[src/rtl/bitwise_stream_pkg.sv]
// Shared definitions for the bitwise stream unit: op encodings, FSM states
// and the single-bit operator helper used by the per-bit datapath.
package bitwise_stream_pkg;

  localparam logic [1:0] OP_AND  = 2'b00;
  localparam logic [1:0] OP_OR   = 2'b01;
  localparam logic [1:0] OP_XOR  = 2'b10;
  localparam logic [1:0] OP_XNOR = 2'b11;

  typedef enum logic {
    S_IDLE = 1'b0,
    S_ACC  = 1'b1
  } state_t;

  // One bit of the selected bitwise operation; no carries between bits.
  function automatic logic bit_op(input logic [1:0] op_sel,
                                  input logic       a_bit,
                                  input logic       b_bit);
    logic res;
    case (op_sel)
      OP_AND:  res = a_bit & b_bit;
      OP_OR:   res = a_bit | b_bit;
      OP_XOR:  res = a_bit ^ b_bit;
      OP_XNOR: res = ~(a_bit ^ b_bit);
      default: res = 1'b0;
    endcase
    return res;
  endfunction

endpackage

[src/rtl/bitwise_stream_unit_op.sv]
// Purely combinational per-bit operator: r = a op b, one generate slice per bit.
module bitwise_op_unit
  import bitwise_stream_pkg::*;
#(
  parameter int WIDTH = 16
) (
  input  logic [WIDTH-1:0] a,
  input  logic [WIDTH-1:0] b,
  input  logic [1:0]       op,
  output logic [WIDTH-1:0] r
);

  for (genvar i = 0; i < WIDTH; i++) begin : g_bit
    assign r[i] = bit_op(op, a[i], b[i]);
  end

endmodule

[src/rtl/bitwise_stream_unit.sv]
// Handshaked bitwise operator with pass-through and XOR-fold (checksum)
// modes. One registered output stage; a frame that reaches MAX_BEATS without
// in_last is force-closed and flagged with out_ovf.
module bitwise_stream_unit
  import bitwise_stream_pkg::*;
#(
  parameter int WIDTH     = 16,
  parameter int MAX_BEATS = 256,
  parameter int CNT_W     = $clog2(MAX_BEATS + 1)
) (
  input  logic             clk,
  input  logic             rst,
  input  logic             in_valid,
  output logic             in_ready,
  input  logic [WIDTH-1:0] a,
  input  logic [WIDTH-1:0] b,
  input  logic [1:0]       op,
  input  logic             accum_en,
  input  logic             in_last,
  output logic             out_valid,
  input  logic             out_ready,
  output logic [WIDTH-1:0] f,
  output logic             out_parity,
  output logic [CNT_W-1:0] out_count,
  output logic             out_ovf
);

  // Even parity helper kept alongside the data it protects.
  function automatic logic calc_parity(input logic [WIDTH-1:0] v);
    return ^v;
  endfunction

  logic [WIDTH-1:0] w_r;
  logic             w_accept;
  logic             w_emit;
  logic [WIDTH-1:0] w_emit_f;
  logic [CNT_W-1:0] w_emit_cnt;
  logic             w_emit_ovf;
  logic [CNT_W-1:0] w_cnt_inc;
  state_t           w_state_nxt;
  logic [WIDTH-1:0] w_acc_nxt;
  logic [CNT_W-1:0] w_cnt_nxt;

  state_t           r_state;
  logic [WIDTH-1:0] r_acc;
  logic [CNT_W-1:0] r_cnt;
  logic             r_out_valid;
  logic [WIDTH-1:0] r_f;
  logic             r_parity;
  logic [CNT_W-1:0] r_count;
  logic             r_ovf;

  bitwise_op_unit #(.WIDTH(WIDTH)) u_op (
    .a  (a),
    .b  (b),
    .op (op),
    .r  (w_r)
  );

  // A beat may enter whenever the output slot is empty or draining this cycle,
  // which also lets an emit land back-to-back with the handshake.
  assign in_ready  = !r_out_valid || out_ready;
  assign w_accept  = in_valid && in_ready;
  assign w_cnt_inc = r_cnt + CNT_W'(1);

  // Next-state, accumulator and emit decision for the accepted beat.
  always_comb begin
    w_emit      = 1'b0;
    w_emit_f    = w_r;
    w_emit_cnt  = CNT_W'(1);
    w_emit_ovf  = 1'b0;
    w_state_nxt = r_state;
    w_acc_nxt   = r_acc;
    w_cnt_nxt   = r_cnt;
    if (w_accept) begin
      case (r_state)
        S_IDLE: begin
          if (!accum_en || in_last) begin
            // Pass beat or single-beat frame: emit the beat result directly.
            w_emit = 1'b1;
          end else begin
            w_state_nxt = S_ACC;
            w_acc_nxt   = w_r;
            w_cnt_nxt   = CNT_W'(1);
          end
        end
        S_ACC: begin
          w_emit_f = r_acc ^ w_r;
          if (in_last) begin
            w_emit      = 1'b1;
            w_emit_cnt  = w_cnt_inc;
            w_state_nxt = S_IDLE;
            w_acc_nxt   = {WIDTH{1'b0}};
            w_cnt_nxt   = {CNT_W{1'b0}};
          end else if (w_cnt_inc == CNT_W'(MAX_BEATS)) begin
            // Frame is full without in_last: close it and flag overflow.
            w_emit      = 1'b1;
            w_emit_cnt  = w_cnt_inc;
            w_emit_ovf  = 1'b1;
            w_state_nxt = S_IDLE;
            w_acc_nxt   = {WIDTH{1'b0}};
            w_cnt_nxt   = {CNT_W{1'b0}};
          end else begin
            w_acc_nxt = r_acc ^ w_r;
            w_cnt_nxt = w_cnt_inc;
          end
        end
        default: begin
          w_state_nxt = S_IDLE;
          w_acc_nxt   = {WIDTH{1'b0}};
          w_cnt_nxt   = {CNT_W{1'b0}};
        end
      endcase
    end else begin
      w_state_nxt = r_state;
    end
  end

  // Frame state: FSM state, running XOR fold and beat counter.
  always_ff @(posedge clk or posedge rst) begin
    if (rst) begin
      r_state <= S_IDLE;
      r_acc   <= {WIDTH{1'b0}};
      r_cnt   <= {CNT_W{1'b0}};
    end else begin
      r_state <= w_state_nxt;
      r_acc   <= w_acc_nxt;
      r_cnt   <= w_cnt_nxt;
    end
  end

  // Output slot: load on emit, hold while stalled, clear after handshake.
  always_ff @(posedge clk or posedge rst) begin
    if (rst) begin
      r_out_valid <= 1'b0;
      r_f         <= {WIDTH{1'b0}};
      r_parity    <= 1'b0;
      r_count     <= {CNT_W{1'b0}};
      r_ovf       <= 1'b0;
    end else if (w_emit) begin
      r_out_valid <= 1'b1;
      r_f         <= w_emit_f;
      r_parity    <= calc_parity(w_emit_f);
      r_count     <= w_emit_cnt;
      r_ovf       <= w_emit_ovf;
    end else if (out_ready) begin
      r_out_valid <= 1'b0;
    end else begin
      r_out_valid <= r_out_valid;
    end
  end

  assign out_valid  = r_out_valid;
  assign f          = r_f;
  assign out_parity = r_parity;
  assign out_count  = r_count;
  assign out_ovf    = r_ovf;

endmodule

[config.mk]
export PLATFORM = sky130hd
export DESIGN_NAME = bitwise_stream_unit
export DESIGN_NICKNAME = d
export VERILOG_FILES = /design/src/rtl/bitwise_stream_pkg.sv /design/src/rtl/bitwise_stream_unit_op.sv /design/src/rtl/bitwise_stream_unit.sv
export SDC_FILE = /design/constraint.sdc
export NUM_CORES = 1
export LEC_CHECK = 0
export BUFFER_PORTS_ARGS = -buffer_cell sky130_fd_sc_hd__clkbuf_2
export CORE_ASPECT_RATIO = 1.5
export CORE_MARGIN = 2
export CORE_UTILIZATION = 35
export DETAILED_ROUTE_END_ITERATION = 16
export PLACE_DENSITY_LB_ADDON = 0.05
export SETUP_SLACK_MARGIN = 0.3
export SYNTH_ARGS = -nofsm -noshare
export SYNTH_HDL_FRONTEND = slang
export SYNTH_SLANG_ARGS = --single-unit
export TNS_END_PERCENT = 5
[constraint.sdc]
create_clock -name clk -period 2.2 [get_ports clk]
set_input_delay 0.44 -clock clk [delete_from_list [all_inputs] [get_ports clk]]
set_output_delay 0.44 -clock clk [all_outputs]
set_load 0.01 [all_outputs]
; ---- Word-level counts from Yosys, hierarchy flattened
; Index checks and enable logic that the tools add are counted.
[word_totals]
register_bits = 54
latch_bits = 0
ramBits = 0
mem_bits_ro = 0
inputBits = 40
out_inout_bits = 29
word_cells = 133
n_memories = 0
[classes]
add_sub_neg = 1
n_mul = 0
div_mod_pow = 0
n_lt_le_gt_ge = 0
n_eq_ne = 5
shifts = 0
n_mux = 44
n_bitwise = 66
reduce_logical = 9
[ops]
columns = op, n
row1 = 2-to-1 mux 16 bit, 5
row2 = one-hot mux 1 bit (4 select lines), 16
row3 = 2-to-1 mux 9 bit, 7
row4 = one-hot mux 16 bit (2 select lines), 1
row5 = one-hot mux 9 bit (2 select lines), 1
row6 = NOT 1 bit, 17
row7 = AND 1 bit, 16
row8 = OR 1 bit, 16
row9 = parity 16 bit, 1
row10 = XOR 1 bit, 16
row11 = XOR 16 bit, 1
row12 = 2-to-1 mux 1 bit, 12
row13 = "adder 9 x 1 -> 9 bit, second input constant", 1
row14 = "equality test 9 bit, second input constant", 1
row15 = "equality test 2 bit, second input constant", 2
row16 = one-hot mux 1 bit (2 select lines), 2
row17 = "equality test 2 x 1 -> 1 bit, second input constant", 1
row18 = logical NOT 1 bit, 2
row19 = logical NOT 2 bit, 1
row20 = logical OR 1 bit, 2
row21 = "!= test 2 bit, second input constant", 1
row22 = AND reduction 2 bit, 1
row23 = nonzero test 2 bit, 1
row24 = logical AND 1 bit, 1

; ---- Depth between registers and ports, before layout
[logic_depth]
ltp_word = 7
mapped_depth = 10
mapped_depth_nobuf = 10

; ---- Cells and area by module
; From an unflattened synthesis, not the netlist that was laid out.
[hier_totals]
hier_cells = 522
area_unflattened_um2 = 4355.4
[by_module_without_submodules]
columns = module, instances, cells_each, area_each_um2, seq_area_each_um2
row1 = bitwise_stream_unit, 1, 370, 3198.1, 1351.3
row2 = bitwise_op_unit, 1, 152, 1157.4, 0.0

; ---- Worst setup path before layout
; Ideal clock, no wire load.
[synth_timing]
kind = register -> register
startpoint = register r_cnt[0]
endpoint = register r_parity, in the netlist out_parity
setup_time_ps = 125
arrival_time_ps = 2181
t_required_ps = 2075
slack_ps = -105
stages_incl_launch_ff = 9
n_path_buf = 0
period_less_slack_ps = 2305
cell_sequence = dfrtp_1 -> ha_1 -> nand3_2 -> nor2_2 -> and3_2 -> xor2_4 -> a311o_1 -> nand2_2 -> mux2_2
[synth_via]
elab_chain_cells = 6
[synth_rtl]
columns = element, line
row1 = from (decl), bitwise_stream_unit.sv:46  ; logic [CNT_W-1:0] r_cnt;
row2 = from (signal assigned), bitwise_stream_unit.sv:124  ; r_cnt <= {CNT_W{1'b0}};
row3 = from (signal assigned), bitwise_stream_unit.sv:128  ; r_cnt <= w_cnt_nxt;
row4 = adder 9 x 1 -> 9 bit, bitwise_stream_unit.sv:64  ; assign w_cnt_inc = r_cnt + CNT_W'(1);
row5 = equality test 9 bit, bitwise_stream_unit.sv:95  ; end else if (w_cnt_inc == CNT_W'(MAX_BEATS)) begin
row6 = 2-to-1 mux 1 bit, bitwise_stream_unit.sv:95
row7 = 2-to-1 mux 1 bit, bitwise_stream_unit.sv:89  ; if (in_last) begin
row8 = one-hot mux 1 bit (2 select lines), bitwise_stream_unit.sv:76  ; case (r_state)
row9 = 2-to-1 mux 1 bit, bitwise_stream_unit.sv:75  ; if (w_accept) begin
row10 = to (signal assigned), bitwise_stream_unit.sv:143  ; r_parity <= calc_parity(w_emit_f);
row11 = to (decl), bitwise_stream_unit.sv:49  ; logic r_parity;
; No other way between the ends.
; A chain may end at the register's enable or synchronous reset.

; ---- Final worst setup path
[layout_timing]
startpoint = input port b[9]
endpoint = register r_parity, in the netlist out_parity
[layout_via]
elab_chain_cells = 7
elab_cells_between_ends = 9
cone_classes = mux: 3 / bitwise: 5 / reduce/logical: 1
[layout_rtl]
columns = element, line
row1 = from (decl), bitwise_stream_unit.sv:16  ; input logic [WIDTH-1:0] b,
row2 = XOR 1 bit, "bitwise_stream_pkg.sv:23, bitwise_stream_pkg.sv:24"
row3 = NOT 1 bit, bitwise_stream_pkg.sv:24  ; OP_XNOR: res = ~(a_bit ^ b_bit);
row4 = one-hot mux 1 bit (4 select lines) *, bitwise_stream_pkg.sv:20  ; case (op_sel)
row5 = XOR 16 bit, bitwise_stream_unit.sv:88  ; w_emit_f = r_acc ^ w_r;
row6 = 2-to-1 mux 16 bit, bitwise_stream_unit.sv:76
row7 = 2-to-1 mux 16 bit *, bitwise_stream_unit.sv:75
row8 = parity 16 bit *, bitwise_stream_unit.sv:30  ; return ^v;
; Mark *: on every way between the ends. The rest lies on a longest branch, timed or not.

==> metrics.cfg <==
[route]
firstDrtPassIters = 4
drtIter0Drc = 169
wl_per_cell_um = 13.6
num_vias = 3472
postRouteWirelength_um = 9970
drc_errors = 0
ant_nets = 0
viasPerCell = 4.74

[sta]
fin_skew_ps = 3.74
setup_viol = 0
relSlewSlack = 0.668
slew_viol_final = 0
fmax_mhz = 471
tightest_slew_ps = 498
min_period_ps = 2120
rsz0062_at_grt = yes
hold_viol_final = 0
timing.final.crit_share = 0.966

[hold_path]
hold_path.class = in2async

[yosys]
avgSynthCellArea_um2 = 9.04
synth-main-ff-cell = dfrtp_1
synth-adder-area-share = 0.100
synth_common_cells = nand2_1 (55), dfrtp_1 (54), xnor2_1 (47)
syn_area_um2 = 4110
yosys.area_share.xor_xnor = 0.155
netlist.area_leader.share = 0.329
synthArstFlopShare = 1.00
synth_edf_count = 0
synth_area_leaders = dfrtp_1 (33%), ha_1 (10%), xnor2_1 (10%)
ys_ff_latch = 54
ys_types = 47
synth.most_common_cell = nand2_1
synth_compound_area_frac = 0.200
synth_top_family_by_area = compound AO/OA/AOI/OAI gates
synth-simple-area-share = 0.134
yosysTopAreaCell = dfrtp_1
synthCells = 455
ys_seq_area_frac = 0.329
synth_nets = 528
ys_warn_count = 0
synth_mux_area_frac = 0.00274

[finish]
finish.net_count = 656
fin_area_um2 = 5530
n_fill_cell = 1143
drive_above_1_share = 0.377
syn2layout_area_growth_pct = 34.5
diodes = 0

[setup_path]
cp-startpoint = b[9]
cp_num_buf_inv = 2
slowest_delay_ps = 430
cp_top_family = XOR/XNOR gates
crit_chain = clkbuf_2 > buf_4 > ha_1 > nor2_1 > a211oi_2 > a21oi_2 > xnor2_1 > xnor2_1 > xnor3_1 > xnor2_1 > mux2_4
worstPathMaxFanout = 2
critPathLaunchType = primary input
arrival_ps = 2300
worstReg2RegStart = r_cnt[0]
critPathRequiredTime_ps = 2380
path_class = in2reg
cpMaxStageDelayCell = xnor3_1
endpoint_kind = register
cpMostUsedCell = xnor2_1

[pwr]
p_leak_nw = 2.52
vdd_drop_max_mv = 0.346
power_per_cell_area_nw_per_um2 = 844
power_mw = 4.66

[clock_tree]
cts_root_buffer = clkbuf_16
cts_buffers = 5
cts_tree = yes
clkTransAtPathRegs_ps = 70
max-clock-path-buffers = 2
clock-sinks = 54
clock_latency_ps = 290
h-tree-depth = 2

[placement]
portBuffers = 68
place.gp.congestion = 0.785
dp_hpwl_um = 7800
post_dp_cell_area_um2 = 5130

[run_status]
status = completed

[global_routing]
overflow = 0
grt_max_degree = 34
grt_antenna_before_repair = 0
grt_pass1_vias = 3355
grt_usage = 0.163
grt_pass1_wl_um = 16300

[floorplanning]
core_um2 = 11500
die_h_um = 137
dieArea_um2 = 12600
ios = 69
initial_core_util = 0.358
chipWidth_um = 92.5
rows = 48

[run]
maxCapViolations = 0

-- layout by cell type (no fill, tap or decap), types with 6 or more instances in the layout --
master and instances:
a21oi_2 15, a31oi_1 7, a32o_1 12, buf_4 69, clkbuf_2 66, dfrtp_1 51
ha_1 23, ha_4 9, inv_1 28, inv_2 10, nand2_1 52, nor2_1 7
nor2b_1 19, nor3_1 6, o21ai_0 25, o21ai_1 28, xnor2_1 47, xor2_1 19
-- per-layer routing --
metal	GRT usage	share of wire	up-vias
met5	0	0	-
met4	0.0481	0.013	0
met3	0.0187	0.025	6
met2	0.315	0.56	53
met1	0.185	0.40	1624
li1	-	-	1789
-- power breakdown --
| part | internal, mW | switching [mW] | leakage [nW] |
|---|---|---|---|
| registers | 1.28 | 0.282 | 0.689 |
| clock network | 0.418 | 0.349 | 0.0640 |
| logic | 1.23 | 1.10 | 1.76 |
-- final timing paths --
check                                to  slack [ps]  cells after the start
max reg2reg                     out_ovf          80                      9
min reg2reg                out_count[5]         480                      2
max in group asynchronous      r_cnt[0]        1490                      3
min in group clk           out_count[5]         480                      2
min                        out_count[2]         150                      2
max                          out_parity          80                     11
-- state kept, by name (all words and copies together) (netlist names) --
name and flops:
r_cnt 9, out_valid 1, f 16, out_ovf 1
out_parity 1, r_state 1, out_count 9, r_acc 16
-- through the flow --
step | TNS (ps) | setup slack [ps] | utilization | cells | hold slack [ps]
after CTS | 0 | 69.4 | 0.473 | 729 | 170
after floorplan | 0 | 12.7 | - | 455 | 491
after global routing | -31.2 | -17.2 | 0.482 | 733 | 199
after detailed placement | -258 | -258 | 0.447 | 713 | 470
after global placement | -215 | -215 | 0.447 | 713 | 461
final | 0 | 75.2 | 0.482 | 733 | 153
-- kinds of logic after synthesis --
kind of cell,Yosys count
buffers and inverters,65
adder cells (fa/ha/maj),33
AO/OA/AOI/OAI,123
AND/OR/NAND/NOR,110
XOR/XNOR,69
multiplexers,1
flip-flops,54
-- worst reg2reg max path: stages, from the launching register on --
cell     delay [ps]
dfrtp_2         430
ha_4            160
nand3_4          90
nor2_4          140
and3_4          230
xor2_4          200
a311o_1         240
nand2_4         120
buf_12          190
a32o_1          210
-- layout make-up --
| class | instances | area (um^2) | share of cell area |
|---|---|---|---|
| Timing Repair Buffer | 145 | 1000 | 0.181 |
| Tap cell | 150 | 188 | 0.0339 |
| Multi-Input combinational cell | 336 | 2670 | 0.483 |
| Inverter | 41 | 179 | 0.0324 |
| Clock buffer | 7 | 133 | 0.0240 |
| Sequential cell | 54 | 1360 | 0.245 |
-- repair_timing --
item | in CTS | in global routing
resized for setup | 18 | 23
setup buffers | 9 | 4
pin swaps | 27 | 10
hold buffers | 0 | 0
cloned | 0 | 0
setup endpoints to repair | 50 | 52
hold endpoints to repair | 0 | 0
Power figures use the tool's default switching activity.
